$ cat config.mk
export PLATFORM = sky130hd
export DESIGN_NAME = perceptron_sample_loader
export DESIGN_NICKNAME = d
export VERILOG_FILES = /design/src/rtl/perceptron_sample_loader.sv
export SDC_FILE = /design/constraint.sdc
export NUM_CORES = 1
export LEC_CHECK = 0
export CAP_MARGIN = 20
export CORE_MARGIN = 2
export CORE_UTILIZATION = 33
export CTS_CLUSTER_DIAMETER = 120
export DETAILED_ROUTE_END_ITERATION = 16
export SLEW_MARGIN = 25
export SYNTH_ARGS = -nofsm -noshare
export SYNTH_HDL_FRONTEND = slang
export SYNTH_SLANG_ARGS = --single-unit
$ cat constraint.sdc
create_clock -name clk -period 2.15 [get_ports clk]
set_input_delay 0.5375 -clock clk [delete_from_list [all_inputs] [get_ports clk]]
set_output_delay 0.5375 -clock clk [all_outputs]
set_load 0.005 [all_outputs]
$ cat src/rtl/perceptron_sample_loader.sv
// perceptron_sample_loader
//
// Writer side of the perceptron training-data path. A byte stream loads one full training set
// (per sample: DIM feature bytes, then a label byte whose bit0 is the label). The set is then
// replayed to the trainer over a valid/ready interface for num_epochs epochs, and can be
// replayed again or discarded with reload.
//
// Optional feature: define ROTATE_ORDER_EN to make epoch e start at stored sample
// (e mod N_SAMPLES) and wrap; smp_idx always reports the true stored index.
//
// Ports
//   clk, rst      clock, synchronous active-high reset
//   in_valid/in_byte/in_ready   byte load interface (ready only while loading)
//   reload        READY only: discard the buffered set and return to loading
//   start         READY only: begin streaming num_epochs epochs (0 is ignored)
//   num_epochs    epoch count, sampled when start is accepted
//   smp_valid/smp_ready         sample handshake to the trainer
//   smp_x/smp_y/smp_idx/smp_last  registered sample payload
//   epoch_done    one-cycle pulse after the last handshake of each epoch
//   load_done     a full set is buffered
//   busy          streaming in progress
//   err_overflow  sticky: a byte was offered while in_ready was low
module perceptron_sample_loader #(
  parameter int unsigned N_SAMPLES = 3,
  parameter int unsigned DIM       = 2,
  parameter int unsigned DATA_W    = 8,
  parameter int unsigned EPOCH_W   = 4,
  localparam int unsigned IDX_W    = (N_SAMPLES > 1) ? $clog2(N_SAMPLES) : 1
) (
  input  logic                    clk,
  input  logic                    rst,
  input  logic                    in_valid,
  input  logic [7:0]              in_byte,
  output logic                    in_ready,
  input  logic                    reload,
  input  logic                    start,
  input  logic [EPOCH_W-1:0]      num_epochs,
  output logic                    smp_valid,
  input  logic                    smp_ready,
  output logic [DIM*DATA_W-1:0]   smp_x,
  output logic                    smp_y,
  output logic [IDX_W-1:0]        smp_idx,
  output logic                    smp_last,
  output logic                    epoch_done,
  output logic                    load_done,
  output logic                    busy,
  output logic                    err_overflow
);

  localparam int unsigned POS_W = $clog2(DIM + 1);
  localparam logic [IDX_W-1:0] LastIdx = IDX_W'(N_SAMPLES - 1);
  localparam logic [POS_W-1:0] LblPos  = POS_W'(DIM);

  typedef enum logic [1:0] {StLoad, StReady, StStream} state_e;

  state_e state_q, state_d;

  // Sample buffer, intentionally not reset.
  logic [DIM*DATA_W-1:0] feat_q [N_SAMPLES];
  logic [DIM*DATA_W-1:0] feat_d [N_SAMPLES];
  logic [N_SAMPLES-1:0]  lbl_q, lbl_d;

  logic [IDX_W-1:0]   ld_smp_q, ld_smp_d;
  logic [POS_W-1:0]   ld_pos_q, ld_pos_d;
  logic [IDX_W-1:0]   beat_q, beat_d;
  logic [EPOCH_W-1:0] ep_cnt_q, ep_cnt_d;
  logic [EPOCH_W-1:0] num_q, num_d;

  logic                  smp_valid_q, smp_valid_d;
  logic [DIM*DATA_W-1:0] smp_x_q, smp_x_d;
  logic                  smp_y_q, smp_y_d;
  logic [IDX_W-1:0]      smp_idx_q, smp_idx_d;
  logic                  smp_last_q, smp_last_d;
  logic                  epoch_done_q, epoch_done_d;
  logic                  load_done_q, load_done_d;
  logic                  err_q, err_d;

  logic               present;
  logic [IDX_W-1:0]   sel_idx;
  logic [IDX_W-1:0]   next_start;
  logic [EPOCH_W-1:0] ep_cnt_nxt;

  assign in_ready = (state_q == StLoad);

  always_comb begin
    state_d      = state_q;
    feat_d       = feat_q;
    lbl_d        = lbl_q;
    ld_smp_d     = ld_smp_q;
    ld_pos_d     = ld_pos_q;
    beat_d       = beat_q;
    ep_cnt_d     = ep_cnt_q;
    num_d        = num_q;
    smp_valid_d  = smp_valid_q;
    smp_x_d      = smp_x_q;
    smp_y_d      = smp_y_q;
    smp_idx_d    = smp_idx_q;
    smp_last_d   = smp_last_q;
    epoch_done_d = 1'b0;
    load_done_d  = load_done_q;
    err_d        = err_q | (in_valid & ~in_ready);
    present      = 1'b0;
    sel_idx      = smp_idx_q;
    ep_cnt_nxt   = ep_cnt_q + EPOCH_W'(1);
`ifdef ROTATE_ORDER_EN
    next_start   = IDX_W'(32'(ep_cnt_nxt) % N_SAMPLES);
`else
    next_start   = '0;
`endif

    unique case (state_q)
      StLoad: begin
        if (in_valid) begin
          if (ld_pos_q == LblPos) begin
            lbl_d[ld_smp_q] = in_byte[0];
            ld_pos_d        = '0;
            if (ld_smp_q == LastIdx) begin
              ld_smp_d    = '0;
              state_d     = StReady;
              load_done_d = 1'b1;
            end else begin
              ld_smp_d = ld_smp_q + IDX_W'(1);
            end
          end else begin
            feat_d[ld_smp_q][ld_pos_q*DATA_W +: DATA_W] = DATA_W'(in_byte);
            ld_pos_d = ld_pos_q + POS_W'(1);
          end
        end
      end
      StReady: begin
        if (reload) begin
          state_d     = StLoad;
          load_done_d = 1'b0;
          ld_smp_d    = '0;
          ld_pos_d    = '0;
        end else if (start && (num_epochs != '0)) begin
          state_d  = StStream;
          num_d    = num_epochs;
          ep_cnt_d = '0;
          beat_d   = '0;
          sel_idx  = '0;
          present  = 1'b1;
        end
      end
      StStream: begin
        if (smp_valid_q && smp_ready) begin
          if (smp_last_q) begin
            epoch_done_d = 1'b1;
            ep_cnt_d     = ep_cnt_nxt;
            if (ep_cnt_nxt == num_q) begin
              smp_valid_d = 1'b0;
              state_d     = StReady;
            end else begin
              beat_d  = '0;
              sel_idx = next_start;
              present = 1'b1;
            end
          end else begin
            beat_d  = beat_q + IDX_W'(1);
            sel_idx = (smp_idx_q == LastIdx) ? '0 : smp_idx_q + IDX_W'(1);
            present = 1'b1;
          end
        end
      end
      default: state_d = StLoad;
    endcase

    if (present) begin
      smp_valid_d = 1'b1;
      smp_idx_d   = sel_idx;
      smp_x_d     = feat_q[sel_idx];
      smp_y_d     = lbl_q[sel_idx];
      smp_last_d  = (beat_d == LastIdx);
    end
  end

  always_ff @(posedge clk) begin
    if (rst) begin
      state_q      <= StLoad;
      ld_smp_q     <= '0;
      ld_pos_q     <= '0;
      beat_q       <= '0;
      ep_cnt_q     <= '0;
      num_q        <= '0;
      smp_valid_q  <= 1'b0;
      smp_x_q      <= '0;
      smp_y_q      <= 1'b0;
      smp_idx_q    <= '0;
      smp_last_q   <= 1'b0;
      epoch_done_q <= 1'b0;
      load_done_q  <= 1'b0;
      err_q        <= 1'b0;
    end else begin
      state_q      <= state_d;
      ld_smp_q     <= ld_smp_d;
      ld_pos_q     <= ld_pos_d;
      beat_q       <= beat_d;
      ep_cnt_q     <= ep_cnt_d;
      num_q        <= num_d;
      smp_valid_q  <= smp_valid_d;
      smp_x_q      <= smp_x_d;
      smp_y_q      <= smp_y_d;
      smp_idx_q    <= smp_idx_d;
      smp_last_q   <= smp_last_d;
      epoch_done_q <= epoch_done_d;
      load_done_q  <= load_done_d;
      err_q        <= err_d;
    end
  end

  always_ff @(posedge clk) begin
    feat_q <= feat_d;
    lbl_q  <= lbl_d;
  end

  assign smp_valid    = smp_valid_q;
  assign smp_x        = smp_x_q;
  assign smp_y        = smp_y_q;
  assign smp_idx      = smp_idx_q;
  assign smp_last     = smp_last_q;
  assign epoch_done   = epoch_done_q;
  assign load_done    = load_done_q;
  assign busy         = (state_q == StStream);
  assign err_overflow = err_q;

endmodule

Word level (Yosys, flattened, before mapping)

Index checks and enable logic that the tools add are counted.

Bits in registers: 91
Bits of input ports: 18
Output and inout port bits: 26
Logic and storage cells: 143

Shift-type cells: 2
Add/sub/neg operators: 6
Bitwise logic cells: 9
Order comparisons: 6
Muxes and demuxes: 63
Equality and inequality tests: 17
Reductions and logical operators: 22

Operators by type and width:

| cell                      | number |
|---|---|
| $mux W2                   | 25 |
| $bwmux W48                | 1 |
| $mux W16                  | 3 |
| $neg A5 Y34               | 1 |
| $shift A8 B34 Y16 const A | 1 |
| $shiftx A8 B34 Y16        | 1 |
| $bmux W16 S2              | 1 |
| $demux W16 S2             | 1 |
| $mux W1                   | 17 |
| $mux W4                   | 4 |
| $pmux W2 S2               | 4 |
| $reduce_and A3 Y1         | 4 |
| $reduce_bool A2 Y1        | 6 |
| $eq A2 B2 Y1 const B      | 5 |
| $ne A2 B1 Y1 const B      | 5 |
| $reduce_and A5 Y1         | 2 |
| $add A2 B1 Y2 const B     | 4 |
| $ne A2 B2 Y1 const B      | 4 |
| $pmux W4 S2               | 1 |
| $reduce_and A4 Y1         | 2 |
| $reduce_and A7 Y1         | 1 |
| $ge A3 B3 Y1 const B      | 2 |
| $lt A2 B3 Y1 const B      | 2 |
| $not A2 Y3                | 2 |
| other kinds (18)          | 26 |

Logic depth before layout (Yosys ltp)

Depth in word-level cells: 10
Mapped depth: 11
Gate-level depth less buffers: 8

Least setup slack after synthesis

OpenSTA, ideal clock, no wires.

Path kind: reg-to-reg
From: register state_q[0]
To: register smp_x_q[10], in the netlist smp_x[10]
Period minus slack after synthesis: 2.287 ns
Arrival: 2.164 ns
Path buffers: 3
Data required time: 2.027 ns
Setup time: 0.123 ns
Cell stages (with the launch flop): 12
Slack: -0.137 ns
Cell sequence: dfxtp_1 -> inv_1 -> ha_1 -> nand2b_1 -> a2bb2oi_4 -> a311oi_4 -> buf_6 -> a21o_1 -> buf_6 -> buf_12 -> mux2i_1 -> o22ai_1

Longest elaborated chain between the ends: 6
Elaborated cells on any way between the ends: 8
Those cells by class: eq/ne: 2; mux: 5; bitwise: 1

Ends and longest elaborated chain:

| what                                         | line | text |
|---|---|---|
| start, declared                              | 56   | `state_e state_q, state_d;` |
| start signal, assigned                       | 179  | `state_q <= StLoad;` |
| start signal, assigned                       | 194  | `state_q <= state_d;` |
| $eq A2 B2 Y1 or $eq A2 B1 Y1 (tied branches) | 111  | `unique case (state_q)` |
| $pmux W2 S2                                  | 111  |  |
| $not A2 Y3 (implied by the code)             | 171  | `smp_x_d = feat_q[sel_idx];` |
| $bmux W16 S2                                 | 171  |  |
| $mux W16 (implied by the code) (2 in series) | 171  |  |
| end signal, assigned                         | 201  | `smp_x_q <= smp_x_d;` |
| end, declared                                | 70   | `logic [DIM*DATA_W-1:0] smp_x_q, smp_x_d;` |

Several ways; a longest one is shown, not always the timed one. The select of a mux whose other input is x is not followed.
A chain may end at the register's enable or synchronous reset.

Final worst setup path

From: register state_q[1]
To: register smp_x_q[14], in the netlist smp_x[14]

The elaborated chain is that of the path after synthesis.

==> flow_summary_export.csv <==
group,metric,value,unit
timing,max_slew_margin,70.3,%
clock_tree,cts_root_buf,"clkbuf_16",
min_path,hold_start,"num_epochs[1]",
flow_run,cap_violations,0,
yosys,synth-xor-area-share,1.50,%
global_route,grt_max_degree,35,
global_route,grt_pass1_vias,3503,
yosys,yosysMostFrequentCell,"edfxtp_1",
yosys,async_flop_share,0,%
yosys,syn_area,4430,um^2
worst_setup_path,reg2regPathDepth,10,
worst_setup_path,critPathArrivalTime,2.44,ns
yosys,yosys.area_share.simple,18.4,%
routing,drtIter0Drc,198,
timing,clock.fmax,452,MHz
yosys,yosysTopAreaCell,"edfxtp_1",
min_path,hp-class,"input port to register",
yosys,syn_inst,422,
clock_tree,cts_buffers,9,
routing,wl,11700,um
worst_setup_path,worstPathRequired,2.38,ns
timing,fin_hold_ws,0.466,ns
yosys,synth_top_family_by_area,"simple AND/OR/NAND/NOR gates",
routing,postRouteAntennaNets,0,
routing,wire_per_inst,16.7,um
power_and_ir_drop,powerDensity,888,nW/um^2
layout,antenna_cells,0,
yosys,yosys_warnings,0,
power_and_ir_drop,ir_worst_vdd,469,uV
yosys,synth.distinct_cells,48,
routing,drt-pass1-iter-count,4,
yosys,synthFlopType,"edfxtp_1",
floorplan,fp.coreArea,13200,um^2
timing,fin_ws,-0.0603,ns
timing,layout_min_cycle_time,2.21,ns
clock_tree,clock_path_buffers,2,
timing,finalHoldViolCount,0,
timing,drv_slew,0,
timing,rsz0062_at_grt,"yes",
floorplan,die_y,120,um
yosys,synthMuxAreaShare,5.45,%
worst_setup_path,r2r_slack,-0.06,ns
layout,final_nets,548,
run_status,violations,"setup timing",
yosys,synth_compound_area_share,15.8,%
yosys,synth_edf_count,51,
timing,fin_crit_sh,103,%
worst_setup_path,worstSetupEndpointType,"register",
global_route,groute.usage.overall,16.7,%
floorplan,start_util,33.6,%
floorplan,io_pins,44,
yosys,synth_nets,450,
yosys,synthAdderAreaFrac,2.82,%
layout,drive_gt1_share,22.5,%
yosys,synth_common_cells,"51 x edfxtp_1, 49 x nor2_1, 40 x dfxtp_1, 29 x nand2_1, 24 x nor3_1",
power_and_ir_drop,total_power,5400,uW
global_route,grt_pass1_wl,18300,um
yosys,synth_top_area_share,34.5,%
place,hpwl,7390,um
worst_setup_path,cp-start-kind,"register",
place,gp_congestion,0.803,
floorplan,die_w,120,um
clock_tree,cts_tree,"done",
yosys,yosysSeqAreaShare,52.6,%
clock_tree,clock_latency,0.35,ns
clock_tree,clk_pin_slew,0.07,ns
run_status,status,"finished, violations left",
worst_setup_path,critical_path_class,"register to register",
routing,via_count,3533,
min_path,hold_end,"num_q[1]",
place,port_buffers,43,
routing,via_per_inst,5.04,
worst_setup_path,reg2reg_to,"smp_x[14]",
floorplan,die-area,14400,um^2
yosys,ys_ff_latch,91,
timing,setup_violations,13,
worst_setup_path,r2r_start,"state_q[1]",
clock_tree,cts-htree-levels,3,
clock_tree,ctsHoldBuffers,0,
floorplan,placementRows,42,
power_and_ir_drop,p_leak,0.00230,uW
global_route,grt-ovfl-total,0,
routing,drcViolationCount,0,
yosys,avgSynthCellArea,10.5,um^2
min_path,whs_path_depth,3,
worst_setup_path,critPathMaxFanout,17,
timing,finClkSkew,0.00594,ns
place,dp_slack,-0.591,ns
timing,tightest_slew,0.445,ns
layout,area_growth_syn_to_layout,37.1,%
yosys,synth_area_leaders,"edfxtp_1 35%, dfxtp_1 18%, mux2i_1 5.2%, nor2_1 4.1%, a211oi_1 3.0%",
clock_tree,cts.sinks,91,
global_route,antenna_found_initial,0,
routing by layer:
layer	wire length, um	vias to the layer above	GRT usage [%]	share of wire (%)
met1	5060	1682	20.4	43
met2	5840	92	28.7	50
met4	173	0	4.78	1.5
met3	615	15	4.94	5.3
li1	-	1744	-	-
met5	0	-	0	0
kinds of logic (layout without fill, tap and decap cells):
group,after synthesis,after routing
muxes,24,24
xor gates and xnor gates,6,6
adders and majority gates,10,10
buffers and inverters,31,134
AOI/OAI and AO/OA,95,95
and+or+nand+nor,165,165
DFF,91,91
worst max-delay path, cell delays in order (launching register included):
cell	delay, ns
dfxtp_2	0.34
inv_2	0.05
ha_4	0.29
nand2b_4	0.07
a2bb2oi_4	0.18
buf_6	0.12
a311oi_4	0.25
buf_4	0.32
nor3_1	0.08
a211oi_1	0.27
o22ai_1	0.13
cell usage in the layout (no fill, tap or decap), types with 3 or more instances in the layout:
cell type / Yosys / layout
mux2i_2: 0 / 4
clkbuf_16: 0 / 10
a21oi_1: 15 / 14
buf_6: 2 / 8
mux2i_1: 23 / 16
buf_12: 1 / 8
buf_4: 0 / 51
nor3_1: 24 / 23
ha_1: 10 / 7
o21ai_0: 9 / 8
ha_4: 0 / 3
dfxtp_2: 0 / 3
nand2b_1: 6 / 5
o21bai_1: 17 / 15
clkdlybuf4s50_1: 0 / 36
a211oi_1: 18 / 17
nor2b_1: 19 / 19
nand3_1: 8 / 8
inv_1: 9 / 6
and3_1: 5 / 5
nand2_1: 29 / 29
and2_1: 13 / 13
o22ai_1: 19 / 19
a21o_1: 3 / 3
mux2i_4: 0 / 3
edfxtp_1: 51 / 51
nor2_1: 49 / 49
dfxtp_1: 40 / 37
report_power, final:
part	internal, uW	total [uW]	switching, uW	leakage, uW
logic	722	1440	721	0.00136
registers	2140	2250	114	0.000784
clock network	1020	1700	680	0.000155
total	3880	5400	1520	0.00230
how the worst max path moves through the flow:
| stage | cells past startpoint | end | start |
|---|---|---|---|
| after floorplan | 9 | smp_x[14] | num_epochs[1] |
| after global placement | 9 | smp_x[9] | num_epochs[1] |
| after detailed placement | 9 | smp_x[14] | num_epochs[1] |
| after CTS | 12 | smp_x[12] | state_q[1] |
| after global routing | 11 | smp_x[5] | state_q[1] |
| final | 10 | smp_x[14] | state_q[1] |
flip-flops by register name, summed over array words and instances, names as in the netlist, 2 cells and up:
name      count
beat_q        2
ep_cnt_q      4
feat_q       48
lbl_q         3
ld_pos_q      2
ld_smp_q      2
num_q         4
smp_idx       2
smp_x        16
state_q       2
final cells by class:
cell class / count / area (um^2)
Tap cell: 176 / 220
Clock inverter: 6 / 90.1
Fill cell: 1185 / 7110
Timing Repair Buffer: 109 / 1060
Inverter: 9 / 36.3
Multi-Input combinational cell: 300 / 2110
Clock buffer: 10 / 229
Sequential cell: 91 / 2340
timing repair:
item / in CTS / in global routing
setup buffers: 14 / 1
gates resized for setup: 45 / 21
pin swaps: 19 / 15
setup endpoints to repair: 22 / 20
gates cloned: 5 / 1
per-stage QoR:
stage	instance area (um^2)	cells	utilization, %	setup TNS, ns
floorplan	4450	422	-	-0.787
global placement	5430	669	41.1	-11.15
detailed placement	5430	669	41.1	-12.89
CTS	6020	703	45.6	-0.901
global route	6080	701	46.1	-1.75
finish	6080	701	46.1	-0.391
(Power assumes the default switching activity.)
